### config.mk
export PLATFORM = sky130hd
export DESIGN_NAME = float_to_int
export DESIGN_NICKNAME = d
export VERILOG_FILES = /design/src/rtl/float_to_int.sv
export SDC_FILE = /design/constraint.sdc
export NUM_CORES = 1
export LEC_CHECK = 0
export CAP_MARGIN = 20
export CORE_MARGIN = 10
export CORE_UTILIZATION = 31
export DETAILED_ROUTE_END_ITERATION = 12
export PLACE_DENSITY = 0.48
export SLEW_MARGIN = 15
export SYNTH_ARGS = -nofsm -noshare
export SYNTH_HDL_FRONTEND = slang
export SYNTH_SLANG_ARGS = --single-unit
### constraint.sdc
create_clock -name clk -period 2 [get_ports clk]
set_input_delay 0.2 -clock clk [delete_from_list [all_inputs] [get_ports clk]]
set_output_delay 0.2 -clock clk [all_outputs]
set_load 0.02 [all_outputs]
### src/rtl/float_to_int.sv
// Decodes the 8-bit lab float (S, E[2:0], F[3:0]) into a 12-bit two's-complement integer
// by shifting the significand left one place per clock, then applying the sign.
module float_to_int (
    input  logic               clk,
    input  logic               rst_n,
    input  logic               in_valid,
    output logic               in_ready,
    input  logic               S,
    input  logic [2:0]         E,
    input  logic [3:0]         F,
    output logic               out_valid,
    input  logic               out_ready,
    output logic signed [11:0] D
);

    typedef enum logic [1:0] {
        IDLE  = 2'd0,
        SHIFT = 2'd1,
        DONE  = 2'd2
    } state_t;

    state_t      state;
    state_t      state_next;
    logic [11:0] mag;
    logic [2:0]  cnt;
    logic        sgn;

    // Largest magnitude is 1920, so negation can never wrap into the sign bit.
    function automatic logic signed [11:0] apply_sign(input logic neg, input logic [11:0] m);
        logic [11:0] r;
        r = neg ? (~m + 12'd1) : m;
        return $signed(r);
    endfunction

    always_ff @(posedge clk or negedge rst_n) begin
        if (!rst_n) begin
            state <= IDLE;
        end else begin
            state <= state_next;
        end
    end

    always_comb begin
        state_next = state;
        in_ready   = 1'b0;
        out_valid  = 1'b0;
        case (state)
            IDLE: begin
                in_ready = 1'b1;
                if (in_valid) begin
                    state_next = SHIFT;
                end
            end
            SHIFT: begin
                if (cnt == 3'd0) begin
                    state_next = DONE;
                end
            end
            DONE: begin
                out_valid = 1'b1;
                if (out_ready) begin
                    state_next = IDLE;
                end
            end
            default: begin
                state_next = IDLE;
            end
        endcase
    end

    // S/E/F are only looked at on the accept edge; D changes only when a new result lands.
    always_ff @(posedge clk or negedge rst_n) begin
        if (!rst_n) begin
            mag <= 12'd0;
            cnt <= 3'd0;
            sgn <= 1'b0;
            D   <= 12'sd0;
        end else begin
            case (state)
                IDLE: begin
                    if (in_valid) begin
                        mag <= {8'b0, F};
                        cnt <= E;
                        sgn <= S;
                    end
                end
                SHIFT: begin
                    if (cnt != 3'd0) begin
                        mag <= mag << 1;
                        cnt <= cnt - 3'd1;
                    end else begin
                        D <= apply_sign(sgn, mag);
                    end
                end
                default: begin
                end
            endcase
        end
    end

endmodule

==> summary.txt, run 1 <==
Yosys
  – Post-Synth Simple-Gate Area: 0.185
  – Main combinational cell family by area after synthesis: simple AND/OR/NAND/NOR gates
  – Synth top area cells: dfrtp_1 51%, nand2_1 9.4%, o21ai_0 7.5%
  – Post-synth top area share: 0.510
  – Mapped Area: 1470 µm²
  – Post-synthesis sequential area ratio: 0.510
  – Syn avg cell area: 9.38 µm²
  – Xor/xnor share of the synthesized area: 0.0595
  – Synth Area in Compound Gates: 0.164
  – Ys async rst share: 1.00
  – #FFs+latches synth: 30
  – Post-Synthesis Cells: about 160
  – Yosys cell types: 30
  – Post-synth EDFFs: 0
  – Post-Synth Adder-Cell Area: 0.0255
  – Mux share of post-synthesis cell area: 0.0144
  – Mapped Nets: 172
  – Synth warnings: 0
  – Top cell type by total area after synthesis: dfrtp_1
  – Most used DFF post-synth: dfrtp_1

Routing
  – ANT nets after route: 0
  – WL per Instance: 13.4 µm
  – Final wirelength: 3210 µm
  – First-pass iteration count of the detailed router: 6
  – Vias: 1,153
  – Drt first-iter violations: 44
  – Vias per cell: 4.80
  – Detailed-route DRC error count: 0

Finish
  – Commonest non-fill, non-tap cell in the layout: nand2_1
  – Most frequent cells in the layout: 37 x nand2_1, 30 x dfrtp_1, 25 x clkdlybuf4s50_1
  – Share of cells above drive strength 1: 0.0968
  – Final Util: 0.403
  – Antenna fix cells: 0
  – Number of fill cells: around 460
  – Final Instance Area: around 1900 µm²
  – Area Overhead vs Synth: 27.5%
  – Nets: 200

Die
  – Die Span Y: 88.9 µm
  – Die X: 88.9 µm
  – Core Area: 4660 µm²
  – Row Count: 25
  – Full die area: 7910 µm²
  – Initial Utilization: 0.316
  – IO Count: 26

Worst setup path
  – Worst Setup Start Kind: flip-flop
  – Crit path DAT: 1.96 ns
  – Crit path max fanout: 4
  – Crit Path Class: flip-flop to flip-flop
  – Setup crit end kind: flip-flop
  – WP data required: 2.16 ns

CTS
  – CTS tree: done
  – CTS Buf Count: 5
  – Post-cts resize count: 0
  – Clock slew at reported path FFs: 0.07 ns
  – CTS root buffer: clkbuf_8
  – Sink Count: 30
  – Max clock buf depth: 2
  – Postcts setup bufs: 0
  – H-tree depth: 2
  – Cts hold-fix bufs: 0
  – Worst skew pair latency: 0.28 ns

Placed design
  – Post-placement cell area: approximately 1800 µm²
  – Gp weighted congestion: 0.768
  – Port bufs: 25
  – DP HPWL: 2390 µm

Job
  – Max Cap Viol: 0

Pwr
  – LEAKAGE: between 0.8 and 0.9 nW
  – Power Density: between 1500 and 2000 nW/µm²
  – Tot Pwr: 3.25 mW
  – Maximum VDD drop: between 0.0005 and 0.0006 V

GRT
  – All-Layer GR Usage: 0.0931
  – Initial antenna violation count: 0
  – Global-route wire length before repair: 5730 µm
  – GRT overflow: 0
  – Largest net degree at the start of global routing: 31
  – Vias in the first global route: 1,200

Timing
  – Endpoints failing setup: 0
  – Max Fclk: 0.557 GHz
  – Min Tclk post-route: ~1.8 ns
  – Least-Margin Pin Slew: 0.423 ns
  – Rel. slew slack: 0.718
  – Clock skew: 0.00833 ns
  – WHS: 0.298 ns
  – RSZ-0062 raised after global routing: false
  – Final Hold Fails: 0
  – Final worst path period share: 0.898
  – Final Slew Violations: 0
  – TNS Setup: 0 ns

Worst hold path
  – Hold Path Class: input port to asynchronous set/reset pin

Run status
  – Status: completed
==> synthesized netlist by cell type (all sizes together), types with 3 or more instances <==
| library cell | n |
|---|---|
| or4 | 3 |
| inv | 5 |
| o21ai | 26 |
| nand3 | 4 |
| o31ai | 4 |
| nand2 | 37 |
| clkbuf | 4 |
| a31oi | 3 |
| buf | 4 |
| nor2 | 5 |
| nand2b | 3 |
| ha | 3 |
| dfrtp | 30 |
| xor2 | 9 |
==> area by class of cell <==
| type | instances | area, µm² | area share |
|---|---|---|---|
| Multi-Input combinational cell | 113 | 661 | 0.352 |
| Tap cell | 54 | 67.6 | 0.0360 |
| Inverter | 6 | 23.8 | 0.0127 |
| Timing Repair Buffer | 29 | 280 | 0.149 |
| Sequential cell | 30 | 751 | 0.400 |
| Clock buffer | 6 | 82.6 | 0.0440 |
| Clock inverter | 2 | 12.5 | 0.00666 |
==> through the flow <==
| stage | setup slack [ns] | cells |
|---|---|---|
| floorplan | 0.329 | 157 |
| global placement | 0.281 | 232 |
| detailed placement | 0.212 | 232 |
| CTS | 0.192 | 240 |
| global route | 0.0602 | 240 |
| finish | 0.205 | 240 |
==> metal layers <==
metal	wire length [µm]	share of wire	track usage	up-vias
li1	-	-	-	589
met1	1460	0.45	0.115	535
met2	1550	0.48	0.140	23
met3	143	0.045	0.0319	6
met4	60	0.019	0.0470	0
met5	0	0	0	-
==> registers in the layout, summed over array words and instances, names as in the netlist <==
signal,cells
sgn,1
mag,12
state,2
D,12
cnt,3
==> report_power, final <==
group / internal (mW) / switching (mW)
Sequential: 0.877 / 0.290
Combinational: 0.708 / 0.866
Clock: 0.276 / 0.235
==> worst max-delay path: stages (launching register included) <==
cell and delay (ns):
dfrtp_1 0.41, inv_1 0.11, ha_1 0.16, or3b_1 0.42
o41ai_2 0.32, xor2_1 0.18, o21ai_1 0.07
==> cell families after synthesis <==
kind of cell | Yosys count
flops | 30
simple gates | 59
compound gates | 39
buf+inv | 14
mux | 2
xor+xnor | 10
fa+ha+maj | 3
==> path summary, 6_finish.rpt <==
check | slack, ns | from | depth (start not counted) | end
min in group clk | 0.47 | D[6]$_DFFE_PN0P_ | 2 | D[6]$_DFFE_PN0P_
max reg2reg | 0.20 | mag[0]$_DFFE_PN0P_ | 6 | D[10]$_DFFE_PN0P_
max | 0.20 | mag[0]$_DFFE_PN0P_ | 6 | D[10]$_DFFE_PN0P_
min | 0.30 | rst_n | 2 | mag[11]$_DFFE_PN0P_
max in group asynchronous | 1.41 | rst_n | 2 | D[6]$_DFFE_PN0P_
min reg2reg | 0.47 | D[6]$_DFFE_PN0P_ | 2 | D[6]$_DFFE_PN0P_
No activity file was read; power rests on OpenSTA's default activity.
==> run 2: changes to the inputs <==
==> constraint.sdc (replaced) <==
create_clock -name clk -period 2.04 [get_ports clk]
set_input_delay 0.204 -clock clk [delete_from_list [all_inputs] [get_ports clk]]
set_output_delay 0.204 -clock clk [all_outputs]
set_load 0.02 [all_outputs]
==> summary.txt, run 2 (same netlist as run 1, synthesis figures left out) <==
CTS
  – Cts hold-fix bufs: 0 (unchanged)
  – Max clock buf depth: 2 (unchanged)
  – CTS Buf Count: 5 (unchanged)
  – Clock slew at reported path FFs: 0.07 ns (about the same)
  – Worst skew pair latency: 0.28 ns (about the same)
  – Sink Count: 30 (unchanged)
  – CTS tree: done (unchanged)
  – Postcts setup bufs: 0 (unchanged)
  – CTS root buffer: clkbuf_8 (unchanged)
  – H-tree depth: 2 (unchanged)
  – Post-cts resize count: 0 (unchanged)

Timing
  – Max Fclk: 0.560 GHz (was 0.557 GHz)
  – RSZ-0062 raised after global routing: false (unchanged)
  – WHS: 0.307 ns (was 0.298 ns)
  – Final Hold Fails: 0 (unchanged)
  – Endpoints failing setup: 0 (unchanged)
  – Least-Margin Pin Slew: 0.422 ns (was 0.423 ns)
  – Final worst path period share: 0.875 (was 0.898)
  – Min Tclk post-route: 1.78 ns (was 1.80 ns)
  – Clock skew: 0.00644 ns (was 0.00833 ns)
  – TNS Setup: 0 ns (unchanged)
  – Final Slew Violations: 0 (unchanged)
  – Rel. slew slack: 0.719 (was 0.718)

Routing
  – Max layer used: met4 (unchanged)
  – Vias: 1,144 (was 1,153)
  – Final wirelength: 3160 µm (was 3210 µm)
  – Drt first-iter violations: 43 (was 44)
  – Detailed-route DRC error count: 0 (unchanged)
  – Met3 wire length: 123 µm (was 143 µm)
  – WL per Instance: 13.2 µm (was 13.4 µm)
  – First-pass iteration count of the detailed router: 4 (was 6)
  – Met2 WL post-DR: 1520 µm (was 1550 µm)
  – Vias per cell: 4.77 (was 4.80)
  – ANT nets after route: 0 (unchanged)
  – Met1 Wirelength: 1460 µm (about the same)

Worst setup path
  – Crit path max fanout: 4 (unchanged)
  – Worst Setup Start Kind: flip-flop (unchanged)
  – Reg2Reg Depth: 6 (unchanged)
  – WP data required: 2.19 ns (was 2.16 ns)
  – Setup crit end kind: flip-flop (unchanged)
  – Start of the worst register-to-register path: mag[0]$_DFFE_PN0P_ (unchanged)
  – Timing startpoint of the critical path: mag[0]$_DFFE_PN0P_ (unchanged)
  – Crit Path Class: flip-flop to flip-flop (unchanged)
  – Crit path DAT: 1.94 ns (was 1.96 ns)

Placed design
  – Gp weighted congestion: 0.769 (was 0.768)
  – Port bufs: 25 (unchanged)
  – DP HPWL: 2390 µm (about the same)

Pwr
  – Maximum VDD drop: 0.000617 V (was 0.000588 V)
  – Clk pwr share: 0.154 (was 0.157)
  – Tot Pwr: 3.17 mW (was 3.25 mW)
  – Switching power: 1.35 mW (was 1.39 mW)
  – Power Density: 1690 nW/µm² (was 1730 nW/µm²)
  – Sw Share: 0.425 (was 0.428)
  – Internal cell power: 1.82 mW (was 1.86 mW)
  – Sequential power share: 0.360 (was 0.359)
  – LEAKAGE: 0.840 nW (unchanged)
  – Comb power frac: 0.486 (was 0.484)

Finish
  – Commonest non-fill, non-tap cell in the layout: nand2_1 (unchanged)
  – Most frequent cells in the layout: 37 x nand2_1, 30 x dfrtp_1, 25 x clkdlybuf4s50_1 (unchanged)
  – Area Overhead vs Synth: 27.5% (unchanged)
  – Share of cells above drive strength 1: 0.0968 (unchanged)
  – Top flop regs: D (12), mag (12), cnt (3) (unchanged)
  – Antenna fix cells: 0 (unchanged)
  – Nets: 200 (unchanged)

GRT
  – Global-route wire length before repair: 5770 µm (was 5730 µm)
  – Largest net degree at the start of global routing: 31 (unchanged)
  – GRT overflow: 0 (unchanged)
  – Vias in the first global route: 1,221 (was 1,200)
  – All-Layer GR Usage: 0.0929 (was 0.0931)
  – Initial antenna violation count: 0 (unchanged)

Die
  – Initial Utilization: 0.316 (unchanged)
  – Row Count: 25 (unchanged)
  – Core Area: 4660 µm² (unchanged)
  – IO Count: 26 (unchanged)
  – Full die area: 7910 µm² (unchanged)
  – Die Span Y: 88.9 µm (unchanged)
  – Die X: 88.9 µm (unchanged)

Worst hold path
  – Hold Path Class: input port to asynchronous set/reset pin (unchanged)

Job
  – Max Cap Viol: 0 (unchanged)

Run status
  – Status: completed (unchanged)
run 2: cell counts in the layout (fill, tap and decap cells not counted):
No cell type changed its count.
run 2: final cells by class:
type,count,area [µm²]
fillers,461,2780
flip-flops and latches,30,751
multi-input cells,113,661
repair buffers,29,280
clock buffers,6,82.6
well taps,54,67.6
inverters,6,23.8
clock inverters,2,12.5
run 2: power by group through the flow:
stage,clock [mW],sequential [mW],combinational [mW]
after detailed placement,0,1.16,1.57
after global routing,0.529,1.20,1.77
after CTS,0.508,1.15,1.58
after global placement,0,1.14,1.54
after floorplan,0,1.18,1.02
final,0.490,1.14,1.54
run 2: metrics by stage:
step           setup slack [ns]  utilization  cells  area [µm²]
3_5_place_dp              0.255        0.383    232        1780
6_report                  0.256        0.403    240        1880
5_1_grt                  0.0977        0.403    240        1880
4_1_cts                   0.238        0.403    240        1880
2_1_floorplan             0.369            -    157        1470
3_3_place_gp              0.321        0.383    232        1780
run 2: final timing paths:
kind | endpoint | slack [ns]
max in group asynchronous | D[11]$_DFFE_PN0P_ | 1.44
min | D[9]$_DFFE_PN0P_ | 0.31
min reg2reg | D[3]$_DFFE_PN0P_ | 0.48
min in group clk | D[3]$_DFFE_PN0P_ | 0.48
max reg2reg | D[10]$_DFFE_PN0P_ | 0.26
max | D[10]$_DFFE_PN0P_ | 0.26
run 2: metal layers:
layer  vias up  track usage
li1        587            -
met5         -            0
met2        17        0.140
met3         5       0.0237
met4         0       0.0499
met1       535        0.118
run 2: critical path, stage by stage, from the launching register on:
cell,delay (ns)
dfrtp_1,0.41
inv_1,0.10
ha_1,0.16
or3b_1,0.42
o41ai_2,0.32
xor2_1,0.18
o21ai_1,0.07
==> run 3: changes to the inputs <==
--- a/config.mk
+++ b/config.mk
@@ -8,8 +8,10 @@
 export CAP_MARGIN = 20
 export CORE_MARGIN = 10
 export CORE_UTILIZATION = 31
+export CTS_CLUSTER_SIZE = 40
 export DETAILED_ROUTE_END_ITERATION = 12
 export PLACE_DENSITY = 0.48
+export REMOVE_ABC_BUFFERS = 1
 export SLEW_MARGIN = 15
 export SYNTH_ARGS = -nofsm -noshare
 export SYNTH_HDL_FRONTEND = slang
==> summary.txt, run 3 (same netlist as run 1, synthesis figures left out) <==
Run status
  – Status: completed (unchanged)

Pwr
  – LEAKAGE: 0.841 nW (was 0.840 nW)
  – Maximum VDD drop: 0.000637 V (was 0.000617 V)
  – Switching power: 1.33 mW (was 1.35 mW)
  – Internal cell power: 1.83 mW (was 1.82 mW)
  – Comb power frac: 0.487 (was 0.486)
  – Sequential power share: 0.361 (was 0.360)
  – Power Density: 1680 nW/µm² (was 1690 nW/µm²)
  – Sw Share: 0.420 (was 0.425)
  – Clk pwr share: 0.152 (was 0.154)

Die
  – Core Area: 4660 µm² (unchanged)
  – Die X: 88.9 µm (unchanged)
  – Initial Utilization: 0.316 (unchanged)
  – Row Count: 25 (unchanged)
  – IO Count: 26 (unchanged)
  – Die Span Y: 88.9 µm (unchanged)
  – Full die area: 7910 µm² (unchanged)

Routing
  – First-pass iteration count of the detailed router: 4 (unchanged)
  – Drt first-iter violations: 41 (was 43)
  – Vias per cell: 4.82 (was 4.77)
  – Detailed-route DRC error count: 0 (unchanged)
  – WL per Instance: 12.8 µm (was 13.2 µm)
  – ANT nets after route: 0 (unchanged)
  – Vias: 1,157 (was 1,144)
  – Final wirelength: 3080 µm (was 3160 µm)

Job
  – Max Cap Viol: 0 (unchanged)

CTS
  – Sink Count: 30 (unchanged)
  – Post-cts resize count: 0 (unchanged)
  – H-tree depth: 2 (unchanged)
  – Cts hold-fix bufs: 0 (unchanged)
  – CTS root buffer: clkbuf_8 (unchanged)
  – Max clock buf depth: 2 (unchanged)
  – Clock slew at reported path FFs: 0.06 ns (was 0.07 ns)
  – Worst skew pair latency: 0.27 ns (was 0.28 ns)
  – CTS tree: done (unchanged)
  – CTS Buf Count: 5 (unchanged)
  – Postcts setup bufs: 0 (unchanged)

Timing
  – Final Hold Fails: 0 (unchanged)
  – Final worst path period share: 0.884 (was 0.875)
  – Max Fclk: 0.554 GHz (was 0.560 GHz)
  – Final Slew Violations: 0 (unchanged)
  – Min Tclk post-route: 1.80 ns (was 1.78 ns)
  – Final WS setup: 0.236 ns (was 0.256 ns)
  – Least-Margin Pin Slew: 0.421 ns (was 0.422 ns)
  – RSZ-0062 raised after global routing: false (unchanged)
  – Rel. slew slack: 0.719 (about the same)
  – Endpoints failing setup: 0 (unchanged)
  – WHS: 0.318 ns (was 0.307 ns)
  – Clock skew: 0.00329 ns (was 0.00644 ns)

Placed design
  – Placed cell count: 232 (unchanged)
  – Gp weighted congestion: 0.747 (was 0.769)
  – Post-placement cell area: 1780 µm² (unchanged)
  – DP HPWL: 2300 µm (was 2390 µm)
  – Port bufs: 25 (unchanged)
  – Post-Place Worst Slack: 0.237 ns (was 0.255 ns)

Finish
  – Share of cells above drive strength 1: 0.0914 (was 0.0968)
  – Final Instance Area: 1870 µm² (was 1880 µm²)
  – Multi-input gate area: 661 µm² (unchanged)
  – Antenna fix cells: 0 (unchanged)
  – Most frequent cells in the layout: 37 x nand2_1, 30 x dfrtp_1, 25 x clkdlybuf4s50_1 (unchanged)
  – Area Overhead vs Synth: 27.3% (was 27.5%)
  – Commonest non-fill, non-tap cell in the layout: nand2_1 (unchanged)
  – Nets: 200 (unchanged)
  – Number of fill cells: 486 (was 461)
  – Top flop regs: D (12), mag (12), cnt (3) (unchanged)
  – Finished Layout Cells: 240 (unchanged)
  – Reg area: 751 µm² (unchanged)

Worst hold path
  – Hold Path Class: input port to asynchronous set/reset pin (unchanged)

GRT
  – All-Layer GR Usage: 0.0850 (was 0.0929)
  – GRT overflow: 0 (unchanged)
  – Largest net degree at the start of global routing: 31 (unchanged)
  – Global-route wire length before repair: 5290 µm (was 5770 µm)
  – Vias in the first global route: 1,139 (was 1,221)
  – Initial antenna violation count: 0 (unchanged)

Worst setup path
  – Setup crit end kind: flip-flop (unchanged)
  – Crit path DAT: 1.96 ns (was 1.94 ns)
  – Worst Setup Start Kind: flip-flop (unchanged)
  – Crit path max fanout: 4 (unchanged)
  – Crit Path Class: flip-flop to flip-flop (unchanged)
  – WP data required: 2.19 ns (about the same)
run 3: changes by cell type in the layout (fill, tap and decap cells not counted):
cell,before,now
clkbuf_1,0,1
clkinvlp_4,1,0
run 3: power by group through the flow:
| stage | combinational (mW) | clock (mW) | sequential (mW) |
|---|---|---|---|
| finish | 1.54 | 0.479 | 1.14 |
| detailed placement | 1.57 | 0 | 1.15 |
| global route | 1.74 | 0.527 | 1.19 |
| CTS | 1.57 | 0.504 | 1.14 |
| global placement | 1.53 | 0 | 1.14 |
| floorplan | 0.923 | 0 | 1.21 |
run 3: cell type report:
type,count,area share
Clock buffer,7,0.0461
Clock inverter,1,0.00267
Inverter,6,0.0127
Multi-Input combinational cell,113,0.352
Sequential cell,30,0.401
Tap cell,54,0.0360
Timing Repair Buffer,29,0.150
run 3: final timing paths:
path,start,end,slack (ns),depth (start not counted)
min,rst_n,D[7]$_DFFE_PN0P_,0.32,2
min reg2reg,D[11]$_DFFE_PN0P_,D[11]$_DFFE_PN0P_,0.48,2
max,mag[0]$_DFFE_PN0P_,D[10]$_DFFE_PN0P_,0.24,6
max in group asynchronous,rst_n,mag[10]$_DFFE_PN0P_,1.44,2
min in group clk,D[11]$_DFFE_PN0P_,D[11]$_DFFE_PN0P_,0.48,2
max reg2reg,mag[0]$_DFFE_PN0P_,D[10]$_DFFE_PN0P_,0.24,6
run 3: worst max-delay path, stage by stage (launching register included):
cell	delay, ns
dfrtp_1	0.40
inv_1	0.12
ha_1	0.18
or3b_1	0.42
o41ai_2	0.32
xor2_1	0.17
o21ai_1	0.07
run 3: through the flow:
step / utilization / setup TNS, ns / total power, mW
floorplan: - / -0.0326 / 2.13
global placement: 0.383 / 0 / 2.67
detailed placement: 0.383 / 0 / 2.72
CTS: 0.402 / 0 / 3.21
global route: 0.402 / 0 / 3.46
finish: 0.402 / 0 / 3.15
run 3: routing by layer:
layer  wire, µm  up-vias  track usage
met1       1350      540       0.0949
met5          0        -            0
li1           -      591            -
met2       1540       24        0.144
met4         40        0       0.0396
met3        147        2       0.0264
